File: src/rtl/spi_lens_sequencer.sv
// Round-robin transaction sequencer between the focus/iris control FSMs and SPI_driver.
// Define LENS_SEQ_TIMEOUT_EN to enable the frame timeout counter and err_o.
module spi_lens_sequencer #(
   parameter int         TIMEOUT_CYCLES = 4096,
   parameter logic [3:0] DRV_IDLE       = 4'b0000
) (
   input  logic        clk,
   input  logic        rst_n,
   input  logic [1:0]  req_i,
   input  logic [1:0]  rw_i,
   input  logic [13:0] addr_i,
   input  logic [15:0] wdata_i,
   output logic [1:0]  done_o,
   output logic [7:0]  rdata_o,
   output logic        err_o,
   input  logic [3:0]  drv_state_i,
   output logic        cmd_push_o,
   output logic [1:0]  cmd_rw_o,
   output logic        tx_push_o,
   output logic [7:0]  tx_byte_o,
   output logic        rx_pop_o,
   input  logic [7:0]  rx_byte_i,
   output logic [3:0]  dbg_state_o
);

   // Handshake: req_i[k] is held high until done_o[k] pulses for one cycle; every
   // push/pop strobe is a single-cycle write/read enable into the driver FIFOs.
   typedef enum logic [3:0] {
      S_INIT       = 4'd0,
      S_IDLE       = 4'd1,
      S_PUSH0      = 4'd2,
      S_PUSH1      = 4'd3,
      S_WAIT_START = 4'd4,
      S_WAIT_DONE  = 4'd5,
      S_POP        = 4'd6,
      S_CAPTURE    = 4'd7,
      S_RESP       = 4'd8
   } state_t;

   state_t      state, state_n;
   logic        ptr;
   logic        gnt;
   logic        gnt_sel;
   logic        rw_q;
   logic [6:0]  addr_q;
   logic [7:0]  wdata_q;
   logic [7:0]  rdata_q;
   logic        timeout;
   logic        err_q;

   // Contention goes to the pointer; a lone requester always wins.
   assign gnt_sel = (req_i == 2'b11) ? ptr : req_i[1];

`ifdef LENS_SEQ_TIMEOUT_EN
   localparam int CNT_W = $clog2(TIMEOUT_CYCLES + 1);
   logic [CNT_W-1:0] cnt;

   assign timeout = (state == S_WAIT_START || state == S_WAIT_DONE) &&
                    (cnt == CNT_W'(TIMEOUT_CYCLES));

   // WAIT_START is only ever entered from PUSH1, so clearing there is clearing on entry.
   always_ff @(posedge clk) begin
      if (!rst_n) begin
         cnt   <= '0;
         err_q <= 1'b0;
      end else begin
         if (state == S_PUSH1)
            cnt <= '0;
         else if (state == S_WAIT_START || state == S_WAIT_DONE)
            cnt <= cnt + 1'b1;
         if (state == S_IDLE && req_i != 2'b00)
            err_q <= 1'b0;
         else if (timeout)
            err_q <= 1'b1;
      end
   end

   assign err_o = (state == S_RESP) && err_q;
`else
   assign timeout = 1'b0;
   assign err_q   = 1'b0;
   assign err_o   = 1'b0;
`endif

   always_ff @(posedge clk) begin
      if (!rst_n) begin
         state   <= S_INIT;
         ptr     <= 1'b0;
         gnt     <= 1'b0;
         rw_q    <= 1'b0;
         addr_q  <= '0;
         wdata_q <= '0;
         rdata_q <= '0;
      end else begin
         state <= state_n;
         if (state == S_IDLE && req_i != 2'b00) begin
            gnt     <= gnt_sel;
            rw_q    <= rw_i[gnt_sel];
            addr_q  <= gnt_sel ? addr_i[13:7] : addr_i[6:0];
            wdata_q <= gnt_sel ? wdata_i[15:8] : wdata_i[7:0];
         end
         if (state == S_CAPTURE)
            rdata_q <= rx_byte_i;
         // Favour whichever client was not just served.
         if (state == S_RESP)
            ptr <= ~gnt;
      end
   end

   always_comb begin
      state_n    = state;
      cmd_push_o = 1'b0;
      cmd_rw_o   = 2'b00;
      tx_push_o  = 1'b0;
      tx_byte_o  = 8'h00;
      rx_pop_o   = 1'b0;
      done_o     = 2'b00;
      case (state)
         S_INIT: begin
            if (drv_state_i == DRV_IDLE)
               state_n = S_IDLE;
         end
         S_IDLE: begin
            if (req_i != 2'b00)
               state_n = S_PUSH0;
         end
         S_PUSH0: begin
            tx_push_o  = 1'b1;
            tx_byte_o  = {rw_q, addr_q};
            cmd_push_o = 1'b1;
            cmd_rw_o   = 2'b01;
            state_n    = S_PUSH1;
         end
         S_PUSH1: begin
            cmd_push_o = 1'b1;
            if (rw_q) begin
               cmd_rw_o = 2'b10;
            end else begin
               cmd_rw_o  = 2'b01;
               tx_push_o = 1'b1;
               tx_byte_o = wdata_q;
            end
            state_n = S_WAIT_START;
         end
         S_WAIT_START: begin
            if (timeout)
               state_n = S_RESP;
            else if (drv_state_i != DRV_IDLE)
               state_n = S_WAIT_DONE;
         end
         S_WAIT_DONE: begin
            if (timeout)
               state_n = S_RESP;
            else if (drv_state_i == DRV_IDLE)
               state_n = rw_q ? S_POP : S_RESP;
         end
         S_POP: begin
            rx_pop_o = 1'b1;
            state_n  = S_CAPTURE;
         end
         S_CAPTURE: begin
            state_n = S_RESP;
         end
         S_RESP: begin
            done_o  = gnt ? 2'b10 : 2'b01;
            // After a timeout the driver may still be stuck, so resynchronise first.
            state_n = err_q ? S_INIT : S_IDLE;
         end
         default: state_n = S_INIT;
      endcase
   end

   assign rdata_o     = rdata_q;
   assign dbg_state_o = state;

endmodule

File: config.mk
export PLATFORM = sky130hd
export DESIGN_NAME = spi_lens_sequencer
export DESIGN_NICKNAME = d
export VERILOG_FILES = /design/src/rtl/spi_lens_sequencer.sv
export SDC_FILE = /design/constraint.sdc
export NUM_CORES = 1
export LEC_CHECK = 0
export ABC_AREA = 1
export CAP_MARGIN = 20
export CORE_UTILIZATION = 37
export DETAILED_ROUTE_END_ITERATION = 8
export GPL_ROUTABILITY_DRIVEN = 0
export PLACE_DENSITY = 0.76
export SKIP_CTS_REPAIR_TIMING = 1
export SYNTH_ARGS = -nofsm -noshare
export SYNTH_HDL_FRONTEND = slang
export SYNTH_SLANG_ARGS = --single-unit
File: constraint.sdc
create_clock -name clk -period 1.3 [get_ports clk]
set_input_delay 0.195 -clock clk [delete_from_list [all_inputs] [get_ports clk]]
set_output_delay 0.195 -clock clk [all_outputs]
set_load 0.05 [all_outputs]
# After elaboration in Yosys (flattened, before gate mapping)
# Index checks and enable logic that the tools add are counted.
dict set report op_classes {
  magnitude_cmp 1
  eq_ne 13
  muxes 21
  n_bitwise 1
  n_reduce_logical 7
}
# cell n
set op_table {}
lappend op_table {{4-bit one-hot mux with 9 select lines} 1}
lappend op_table {{4-bit two-way mux} 5}
lappend op_table {{4-bit by 3-bit == test with 1-bit output (second input constant)} 4}
lappend op_table {{8-bit two-way mux} 2}
lappend op_table {{8-bit one-hot mux with 2 select lines} 1}
lappend op_table {{4-bit by 2-bit == test with 1-bit output (second input constant)} 2}
lappend op_table {{4-bit logical NOT} 2}
lappend op_table {{7-bit two-way mux} 1}
lappend op_table {{1-bit two-way mux} 6}
lappend op_table {{2-bit two-way mux} 3}
lappend op_table {{2-bit inequality test (second input constant)} 3}
lappend op_table {{4-bit by 1-bit == test with 1-bit output (second input constant)} 1}
lappend op_table {{4-bit == test (second input constant)} 1}
lappend op_table {{2-bit one-hot mux with 2 select lines} 1}
lappend op_table {{4-bit AND reduction} 1}
lappend op_table {{4-bit nonzero test} 1}
lappend op_table {{2-bit == test (second input constant)} 1}
lappend op_table {{1-bit by 2-bit < comparator with 1-bit output (second input constant)} 1}
lappend op_table {{2-bit by 1-bit inequality test with 1-bit output (second input constant)} 1}
lappend op_table {{1-bit one-hot mux with 2 select lines} 1}
lappend op_table {{2-bit nonzero test} 1}
lappend op_table {{2-bit OR reduction} 1}
lappend op_table {{1-bit logical AND} 1}
lappend op_table {{1-bit inverter} 1}
dict set report totals {
  regBits 30
  inputBits 48
  out_inout_bits 28
  wordCells 50
}

# Longest topological paths before layout
# Gate-level depths: netlist (run 1).
dict set report depth {
  depth_word 4
  ltp_mapped 9
  depth_no_buf 9
}

# Worst setup path before layout (run 1)
# Ideal clock, no wire load.
dict set report synth_path {
  path_kind {reg-to-output}
  start {register state[1], in the netlist dbg_state_o[1]}
  end {output port cmd_rw_o[0]}
  arrival_time_ps 2777
  required_time_ps 1105
  slack_ps -1672
  path_stages_with_launch 7
  path_buffers 2
  path_cell_list {dfxtp_1 -> nand2_1 -> inv_1 -> nand2_1 -> clkbuf_1 -> o21ai_0 -> buf_4}
}
dict set report synth_between {
  elab_chain_cells 2
  word_cells_on_any_way 3
  classes_between {2 x eq/ne; 1 x mux}
}
# element line_no
set synth_rtl {}
lappend synth_rtl {{start, declared} 40} ;# state_t state, state_n;
lappend synth_rtl {{start signal, assigned} 95} ;# state <= state_n;
lappend synth_rtl {{4-bit by 2-bit == test with 1-bit output} 118} ;# case (state)
lappend synth_rtl {{2-bit one-hot mux with 2 select lines (*)} 118}
lappend synth_rtl {{end, declared} 18} ;# output logic [1:0] cmd_rw_o,
# Mark *: on every way between the ends. The rest lies on a longest branch, timed or not.

# Worst setup path in the final report (run 1)
dict set report layout_path {
  start {register state[3], in the netlist dbg_state_o[3]}
  end {register wdata_q[6]}
}
dict set report layout_between {
  elab_chain_cells 2
}
# element line_no
set layout_rtl {}
lappend layout_rtl {{4-bit by 1-bit == test with 1-bit output} 96} ;# if (state == S_IDLE && req_i != 2'b00) begin
lappend layout_rtl {{1-bit logical AND} 96}
lappend layout_rtl {{end signal, assigned} 100} ;# wdata_q <= gnt_sel ? wdata_i[15:8] : wdata_i[7:0];
lappend layout_rtl {{end, declared} 46} ;# logic [7:0] wdata_q;
# No other way between the ends.
# A chain may end at the register's enable or synchronous reset.

==> results of run 1 <==
## worst register-to-register path: cells and delay by family (launching register included)
kind / cells / cell delay, ns
simple gates: 3 / 0.29
compound gates: 2 / 0.30
buf+inv: 4 / 0.55
flops: 1 / 0.36
## kinds of logic (layout without fill, tap and decap cells)
| group | count (synthesis) | count (layout) | share of synthesized area [%] |
|---|---|---|---|
| buf+inv | 45 | 152 | 12.12 |
| compound gates | 40 | 40 | 16.61 |
| other cells | 1 | 1 | 0.2242 |
| simple gates | 128 | 129 | 35.15 |
| flops | 30 | 30 | 35.90 |
## cell usage after synthesis
library cell,n
nand2_1,60
a31oi_1,1
nor2_1,31
nor2_2,4
clkbuf_1,5
o21a_1,1
conb_1,1
nand4_1,2
dfxtp_1,30
nor3_1,1
nor2_8,1
buf_4,2
o211ai_1,13
nor3b_1,1
a21boi_1,1
a21oi_4,1
buf_6,3
o21ai_2,1
o211ai_2,3
nand3_2,6
o22ai_1,1
inv_1,29
buf_2,3
nand3_1,21
o21ai_0,17
inv_2,3
a21oi_1,1
nand2_4,1
## where the power goes
| part | leakage (nW) | internal [mW] | switching (mW) | total (mW) |
|---|---|---|---|---|
| Sequential | 0.248 | 1.06 | 0.130 | 1.19 |
| Combinational | 1.17 | 0.778 | 0.818 | 1.60 |
| Clock | 0.0515 | 0.426 | 0.373 | 0.799 |
## area by class of cell
| class | instances | area (um^2) | share of cell area [%] |
|---|---|---|---|
| Clock buffer | 6 | 82.58 | 2.361 |
| Clock inverter | 2 | 11.26 | 0.3220 |
| Inverter | 32 | 135.1 | 3.864 |
| Multi-Input combinational cell | 170 | 1181 | 33.77 |
| Sequential cell | 30 | 619.3 | 17.71 |
| Tap cell | 52 | 65.06 | 1.860 |
| Timing Repair Buffer | 111 | 1395 | 39.89 |
| Timing Repair inverter | 1 | 7.507 | 0.2147 |
## layer usage
layer / wire length [um] / global-route usage (%) / up-vias
li1: - / - / 1002
met1: 2548 / 27.11 / 1038
met2: 3344 / 37.54 / 80
met3: 309 / 5.959 / 17
met4: 174 / 7.710 / 0
met5: 0 / 0 / -
## per-stage QoR
step / instances / setup slack [ns] / hold WS [ns] / instance area, um^2 / util (%)
after floorplan: 244 / -0.3905 / 0.3299 / 1842 / -
after global placement: 382 / -0.2090 / 0.4782 / 3017 / 69.28
after detailed placement: 382 / -0.2473 / 0.4807 / 3017 / 69.28
after CTS: 390 / -0.3820 / 0.4994 / 3110 / 71.44
after global routing: 404 / -0.3618 / 0.5140 / 3497 / 80.32
final: 404 / -0.3083 / 0.4945 / 3497 / 80.32
## path summary, 6_finish.rpt
check	end	startpoint
max	wdata_q[6]	dbg_state_o[3]
min	rdata_o[5]	rx_byte_i[5]
max reg2reg	wdata_q[6]	dbg_state_o[3]
min reg2reg	wdata_q[2]	wdata_q[2]
## registers in the layout (all words and copies together) (netlist names)
| name | count |
|---|---|
| addr_q | 7 |
| dbg_state_o | 4 |
| gnt | 1 |
| rdata_o | 8 |
| ptr | 1 |
| rw_q | 1 |
| wdata_q | 8 |
==> metrics, run 1 <==
status=finished with violations; failing checks=setup timing; gr usage total=22.22%; critical path's largest stage delay=0.36 ns; Die Wd=just under 70 um; drt first pass iters=4; total grt overflow=0; share of layout cells above drive strength 1=42.33%; n_diodes=0; WP data arrival=1.79 ns; CTS tree=done; nets=399; Via Count=2137; Max Cap Viol=0; cell taking the most area after synthesis=dfxtp_1; Mapped Cells=244; wire per inst=15.78 um; top cells by area, synth=dfxtp_1 (36%), nand2_1 (13%), nor2_1 (7.0%), inv_1 (6.5%), nand3_1 (6.3%); Cell Chain, Critical Path=nor2_4 -> buf_12 -> buf_6 -> nand2_4 -> a21oi_4 -> clkbuf_16 -> nand3_2 -> o211ai_2 -> inv_1; hpwl dp=3807 um; Max Clock Skew=0.003406 ns; I/O pins=76; power per cell area=around 1000 nW/um^2; Residual DRC=0; number of global-route vias before repair=1920; setup ws final=-0.3083 ns; most common cell after layout, fill and taps aside=nand2_1; Max Fclk=621.8 MHz; Slew Limit Fails=0; Area Growth Syn to Fin=109.0%; Crit. End Element=flop; initial antenna violation count=0; Final Total Pwr=between 3 and 4 mW; CTS root buf=clkbuf_8; R2R cell count=9; Post-DRT Antenna Nets=0; CTS buffer count=5; R2R Setup Slk=-0.31 ns; CP delay by family, top=buffers and inverters; Post-Syn Nets=292; total wire length=6377 um; Crit path buffers/inverters=4; Max clock buf depth=2; setup TNS=-9.028 ns; CP startpoint kind=flop; Initial Utilization=38.42%; largest net degree at the start of global routing=31; initial drt markers=105; Crit Path Max Fanout=15; endpoints failing setup=43; CORE AREA=4354 um^2; RSZ-0062 raised after global routing=yes; sequential share of the synthesized area=35.90%; Mean Syn Cell Area=6.856 um^2; clock latency on the worst-skew pair=between 0.2 and 0.3 ns; number of synthesized register bits=30; number of clock sinks=30; row count=24; Worst-path clk slew=0.07 ns; Synth Cell Area=1673 um^2; first-pass GRT wire length=8694 um; Worst EP required=between 1 and 1.5 ns; Tcrit/Tclk final=123.7%; Hold Path Class=in -> reg; LEAKAGE=1.469 nW; DR vias/cell=~5.3; DIE AREA=4794 um^2; Die Y=69.24 um; top-area cell type share of the netlist area=35.90%; htree depth=2; Distinct cells, synth=28; filler instances=about 240; commonest non-fill, non-tap cells in the layout=nand2_1 (52), clkdlybuf4s50_1 (47), buf_12 (30), buf_4 (26), dfxtp_1 (25); Levels on crit path=9; Worst VDD drop=between 0.0008 and 0.0009 V; Tmin final=1.608 ns; hold path cells=3; # port buffers=74; Crit Path Category=reg -> reg; Synth warnings=0; critical path's slowest cell=dfxtp_4; final hold viol count=0
No activity file was read; power rests on OpenSTA's default activity.
==> inputs of run 2 (changes only) <==
--- a/config.mk
+++ b/config.mk
@@ -7,10 +7,12 @@
 export LEC_CHECK = 0
 export ABC_AREA = 1
 export CAP_MARGIN = 20
-export CORE_UTILIZATION = 37
+export CORE_UTILIZATION = 39
+export CTS_BUF_LIST = sky130_fd_sc_hd__clkbuf_8
 export DETAILED_ROUTE_END_ITERATION = 8
 export GPL_ROUTABILITY_DRIVEN = 0
-export PLACE_DENSITY = 0.76
+export GPL_TIMING_DRIVEN = 0
+export PLACE_DENSITY = 0.79
 export SKIP_CTS_REPAIR_TIMING = 1
 export SYNTH_ARGS = -nofsm -noshare
 export SYNTH_HDL_FRONTEND = slang
==> run 2 against run 1 <==
Compared with the run above:
- the flow still finishes with violations (setup timing)
- sequential share of layout area up 2.6 points
- register-to-register slack better by 0.08 ns
- global-route usage down 1.3 points
- maximum frequency down 5.8%
- sequential cell count unchanged
- critical path depth down 2
- clock skew down 0.0015 ns
- critical endpoint is now cmd_rw_o[0]
- largest power group unchanged
==> metrics, run 2 (synthesis results as in run 1) <==
status=finished with violations (unchanged); failing checks=setup timing (unchanged); LEAKAGE=1.501 nW (was 1.469 nW); drt first pass iters=4 (unchanged); I/O pins=76 (unchanged); CP startpoint kind=flop (unchanged); Max Cap Viol=0 (unchanged); Crit Path Max Fanout=5 (was 15); Max Fclk=585.7 MHz (was 621.8 MHz); Residual DRC=0 (unchanged); Worst VDD drop=0.0006081 V (was 0.0008267 V); CTS root buf=clkbuf_8 (unchanged); Initial Utilization=41.23% (was 38.42%); Hold Path Class=in -> reg (unchanged); total wire length=5392 um (was 6377 um); gr usage total=20.91% (was 22.22%); DIE AREA=4556 um^2 (was 4794 um^2); CTS tree=done (unchanged); WP data arrival=1.51 ns (was 1.79 ns); Via Count=1953 (was 2137); largest net degree at the start of global routing=11 (was 31); most common cell after layout, fill and taps aside=nand2_1 (unchanged); Crit. End Element=output port (was flop); commonest non-fill, non-tap cells in the layout=nand2_1 (56), clkdlybuf4s50_1 (46), inv_1 (28), dfxtp_1 (26), nor2_1 (23) (was nand2_1 (52), clkdlybuf4s50_1 (47), buf_12 (30), buf_4 (26), dfxtp_1 (25)); Slew Limit Fails=0 (unchanged); Final Total Pwr=3.203 mW (was 3.580 mW); CORE AREA=4058 um^2 (was 4354 um^2); Crit Path Category=reg -> out (was reg -> reg); Worst EP required=1.11 ns (was 1.48 ns); # port buffers=73 (was 74); Worst-path clk slew=0.06 ns (was 0.07 ns); n_diodes=0 (unchanged); Post-DRT Antenna Nets=0 (unchanged); number of global-route vias before repair=1584 (was 1920); clock latency on the worst-skew pair=0.27 ns (was 0.29 ns); CTS buffer count=5 (unchanged); Finished Core Util=74.78% (was 80.32%); first-pass GRT wire length=7086 um (was 8694 um); Max clock buf depth=2 (unchanged); Slew @ Worst Pin=approximately 0.54 ns; initial antenna violation count=0 (unchanged); power per cell area=1056 nW/um^2 (was 1024 nW/um^2); Tcrit/Tclk final=131.3% (was 123.7%); Tmin final=1.707 ns (was 1.608 ns); Post-Place Worst Slack=-0.9094 ns (was -0.2473 ns); final hold viol count=0 (unchanged); htree depth=2 (unchanged); Die Y=67.50 um (was 69.24 um); nets=392 (was 399); Area Growth Syn to Fin=81.38% (was 109.0%); setup ws final=-0.4074 ns (was -0.3083 ns); share of layout cells above drive strength 1=32.56% (was 42.33%); endpoints failing setup=43 (unchanged); wire per inst=13.69 um (was 15.78 um); hpwl dp=3563 um (was 3807 um); Slew HR=64.20%; row count=23 (was 24); Die Wd=67.50 um (was 69.24 um); setup TNS=-9.644 ns (was -9.028 ns); RSZ-0062 raised after global routing=yes (unchanged); DR vias/cell=4.957 (was 5.290); WHS=0.2775 ns (was 0.4945 ns); Max Clock Skew=0.001889 ns (was 0.003406 ns); number of clock sinks=30 (unchanged); total grt overflow=0 (unchanged); initial drt markers=123 (was 105)
==> run 2: final timing paths <==
path                       start  cells after the start     endpoint  slack [ns]
setup / recovery  dbg_state_o[3]                      7  cmd_rw_o[0]       -0.41
hold / removal             rst_n                      3   rdata_o[4]        0.28
setup reg to reg  dbg_state_o[0]                     10   wdata_q[0]       -0.23
hold reg to reg       wdata_q[5]                      2   wdata_q[5]        0.50
==> run 2: metrics by stage <==
step | instances | instance area (um^2)
after floorplan | 244 | 1842
after global placement | 367 | 2635
after detailed placement | 367 | 2635
after CTS | 374 | 2711
after global routing | 394 | 3034
final | 394 | 3034
==> run 2: critical path, stage by stage (launching register included) <==
cell       delay, ns
dfxtp_4         0.36
nor2_4          0.13
buf_8           0.14
nand2_8         0.06
clkbuf_16       0.16
o21ai_4         0.13
buf_6           0.11
buf_8           0.13
==> run 2: power breakdown <==
group          switching [mW]  leakage [nW]  internal [mW]
combinational           0.750          1.21          0.643
sequential             0.0971         0.247           1.05
clock                   0.310        0.0466          0.351
==> run 2: area by class of cell <==
type | instances | area, um^2
flip-flops and latches | 30 | 615.6
clock buffers | 5 | 68.82
inverters | 32 | 126.4
multi-input cells | 170 | 1096
clock inverters | 2 | 7.507
fillers | 296 | 1023
repair buffers | 92 | 928.4
well taps | 50 | 62.56
plain buffers | 13 | 128.9
==> run 2: routing by layer <==
| layer | vias to the layer above | global-route usage [%] | part of all wire, % |
|---|---|---|---|
| met1 | 920 | 26.84 | 44 |
| met2 | 47 | 34.90 | 51 |
| met5 | - | 0 | 0 |
| li1 | 982 | - | - |
| met3 | 4 | 4.561 | 3.9 |
| met4 | 0 | 5.585 | 0.82 |
==> inputs of run 3 (changes only) <==
==> constraint.sdc (replaced) <==
create_clock -name clk -period 1.5 [get_ports clk]
set_input_delay 0.225 -clock clk [delete_from_list [all_inputs] [get_ports clk]]
set_output_delay 0.225 -clock clk [all_outputs]
set_load 0.05 [all_outputs]
==> run 3 against run 2 <==
Compared with the run above:
- the flow still finishes with violations (setup timing)
- count of clock-buffer cells in the layout rose by 1
- die area did not move
- combinational power fell by 9%
- first-iteration DRC count rose by 13%
- sequential cell count did not move
- final area rose by 2.6%
- critical path type unchanged
- largest cell class is now buffers
- largest power group unchanged
- highest routed layer unchanged
==> metrics, run 3 (synthesis results as in run 1) <==
Die Wd=67.50 um (unchanged); CTS buffer count=5 (unchanged); Die Y=67.50 um (unchanged); wire per inst=15.61 um (was 13.69 um); initial drt markers=139 (was 123); filler instances=260 (was 296); Slew HR=60.22% (was 64.20%); hpwl dp=3600 um (was 3563 um); Final Total Pwr=3.284 mW (was 3.203 mW); Tmin final=1.758 ns; failing checks=setup timing (unchanged); Via Count=2040 (was 1953); most common cell after layout, fill and taps aside=nand2_1 (unchanged); Max clock buf depth=2 (unchanged); Tcrit/Tclk final=117.2%; endpoints failing setup=39 (was 43); row count=23 (unchanged); first-pass GRT wire length=7665 um (was 7086 um); Slew Limit Fails=0 (unchanged); final hold viol count=0 (unchanged); CORE AREA=4058 um^2 (unchanged); Hold Path Class=in -> reg (unchanged); drt first pass iters=5 (was 4); cell area after layout=3112 um^2 (was 3034 um^2); clock latency on the worst-skew pair=0.28 ns (was 0.27 ns); n_diodes=0 (unchanged); largest net degree at the start of global routing=11 (unchanged); total wire length=6229 um (was 5392 um); placed cell areas=2575 um^2 (was 2635 um^2); Slew @ Worst Pin=0.5968 ns (was 0.5370 ns); Multi-input gate area=1003 um^2 (was 1096 um^2); # port buffers=73 (unchanged); Crit Path Category=reg -> out (unchanged); setup ws final=-0.2580 ns (was -0.4074 ns); Worst EP required=1.27 ns (was 1.11 ns); nets=396 (was 392); gr usage total=22.91% (was 20.91%); CP startpoint kind=flop (unchanged); Area Growth Syn to Fin=86.01% (was 81.38%); commonest non-fill, non-tap cells in the layout=nand2_1 (55), clkdlybuf4s50_1 (46), inv_1 (27), nor2_1 (26), dfxtp_1 (26) (was nand2_1 (56), clkdlybuf4s50_1 (46), inv_1 (28), dfxtp_1 (26), nor2_1 (23)); LEAKAGE=1.593 nW (was 1.501 nW); power per cell area=1055 nW/um^2 (was 1056 nW/um^2); CTS root buf=clkbuf_8 (unchanged); number of global-route vias before repair=1677 (was 1584); DR vias/cell=5.113 (was 4.957); Max Clock Skew=0.004206 ns (was 0.001889 ns); Crit. End Element=output port (unchanged); initial antenna violation count=0 (unchanged); share of layout cells above drive strength 1=29.23% (was 32.56%); CTS tree=done (unchanged); R2R Setup Slk=-0.11 ns (was -0.23 ns); status=finished with violations (unchanged); DIE AREA=4556 um^2 (unchanged); Register Area=615.6 um^2 (unchanged); Max Fclk=568.8 MHz; total grt overflow=0 (unchanged); RSZ-0062 raised after global routing=yes (unchanged); Worst VDD drop=0.0007287 V (was 0.0006081 V); number of clock sinks=30 (unchanged); Worst-path clk slew=0.07 ns (was 0.06 ns); Crit Path Max Fanout=5 (unchanged); I/O pins=76 (unchanged); WP data arrival=1.53 ns (was 1.51 ns); Max Cap Viol=0 (unchanged); htree depth=2 (unchanged); Post-DRT Antenna Nets=0 (unchanged); Initial Utilization=41.23% (unchanged); Residual DRC=0 (unchanged)
[run 3: through the flow]
stage               std cells  TNS, ns  hold slack (ns)  util (%)  setup WS (ns)
floorplan                 244   -1.177           0.3599         -        -0.2232
global placement          367   -14.27           0.4763     63.46        -0.7647
detailed placement        367   -14.81           0.4835     63.46        -0.7716
CTS                       375   -17.75           0.3148     66.98         -1.080
global route              399   -6.744           0.3619     76.69        -0.3145
finish                    399   -4.229           0.3193     76.69        -0.2580
[run 3: power breakdown]
part           internal [mW]  total [mW]  switching (mW)
Sequential             0.911        1.01          0.0968
Combinational          0.617        1.26           0.641
Clock                  0.708        1.02           0.309
Total                   2.24        3.28            1.05
[run 3: critical path, stage by stage (launching register included)]
cell	delay (ns)
dfxtp_4	0.37
nor2_4	0.14
buf_8	0.13
nand2_8	0.06
clkbuf_16	0.16
o21ai_4	0.13
buf_6	0.11
buf_8	0.13
[run 3: worst paths after layout]
| kind | start | end | depth (start not counted) |
|---|---|---|---|
| max | dbg_state_o[3] | cmd_rw_o[0] | 7 |
| min | rst_n | rdata_o[0] | 3 |
| max reg2reg | dbg_state_o[2] | rdata_o[0] | 7 |
| min reg2reg | wdata_q[4] | wdata_q[4] | 2 |
[run 3: cell type report]
class                      count  area share (%)
buffer                        11           3.860
clock buffer                   6           2.654
clock inverter                 2           1.930
inverter                      32           3.860
multi-input combinational    169           32.25
sequential                    30           19.78
tap                           50           2.010
timing repair buffer          99           33.65
[run 3: layer usage]
| layer | track usage, % | routed length [um] |
|---|---|---|
| met1 | 29.27 | 2605 |
| met2 | 37.75 | 3107 |
| met3 | 5.743 | 368 |
| met4 | 6.383 | 148 |
| met5 | 0 | 0 |
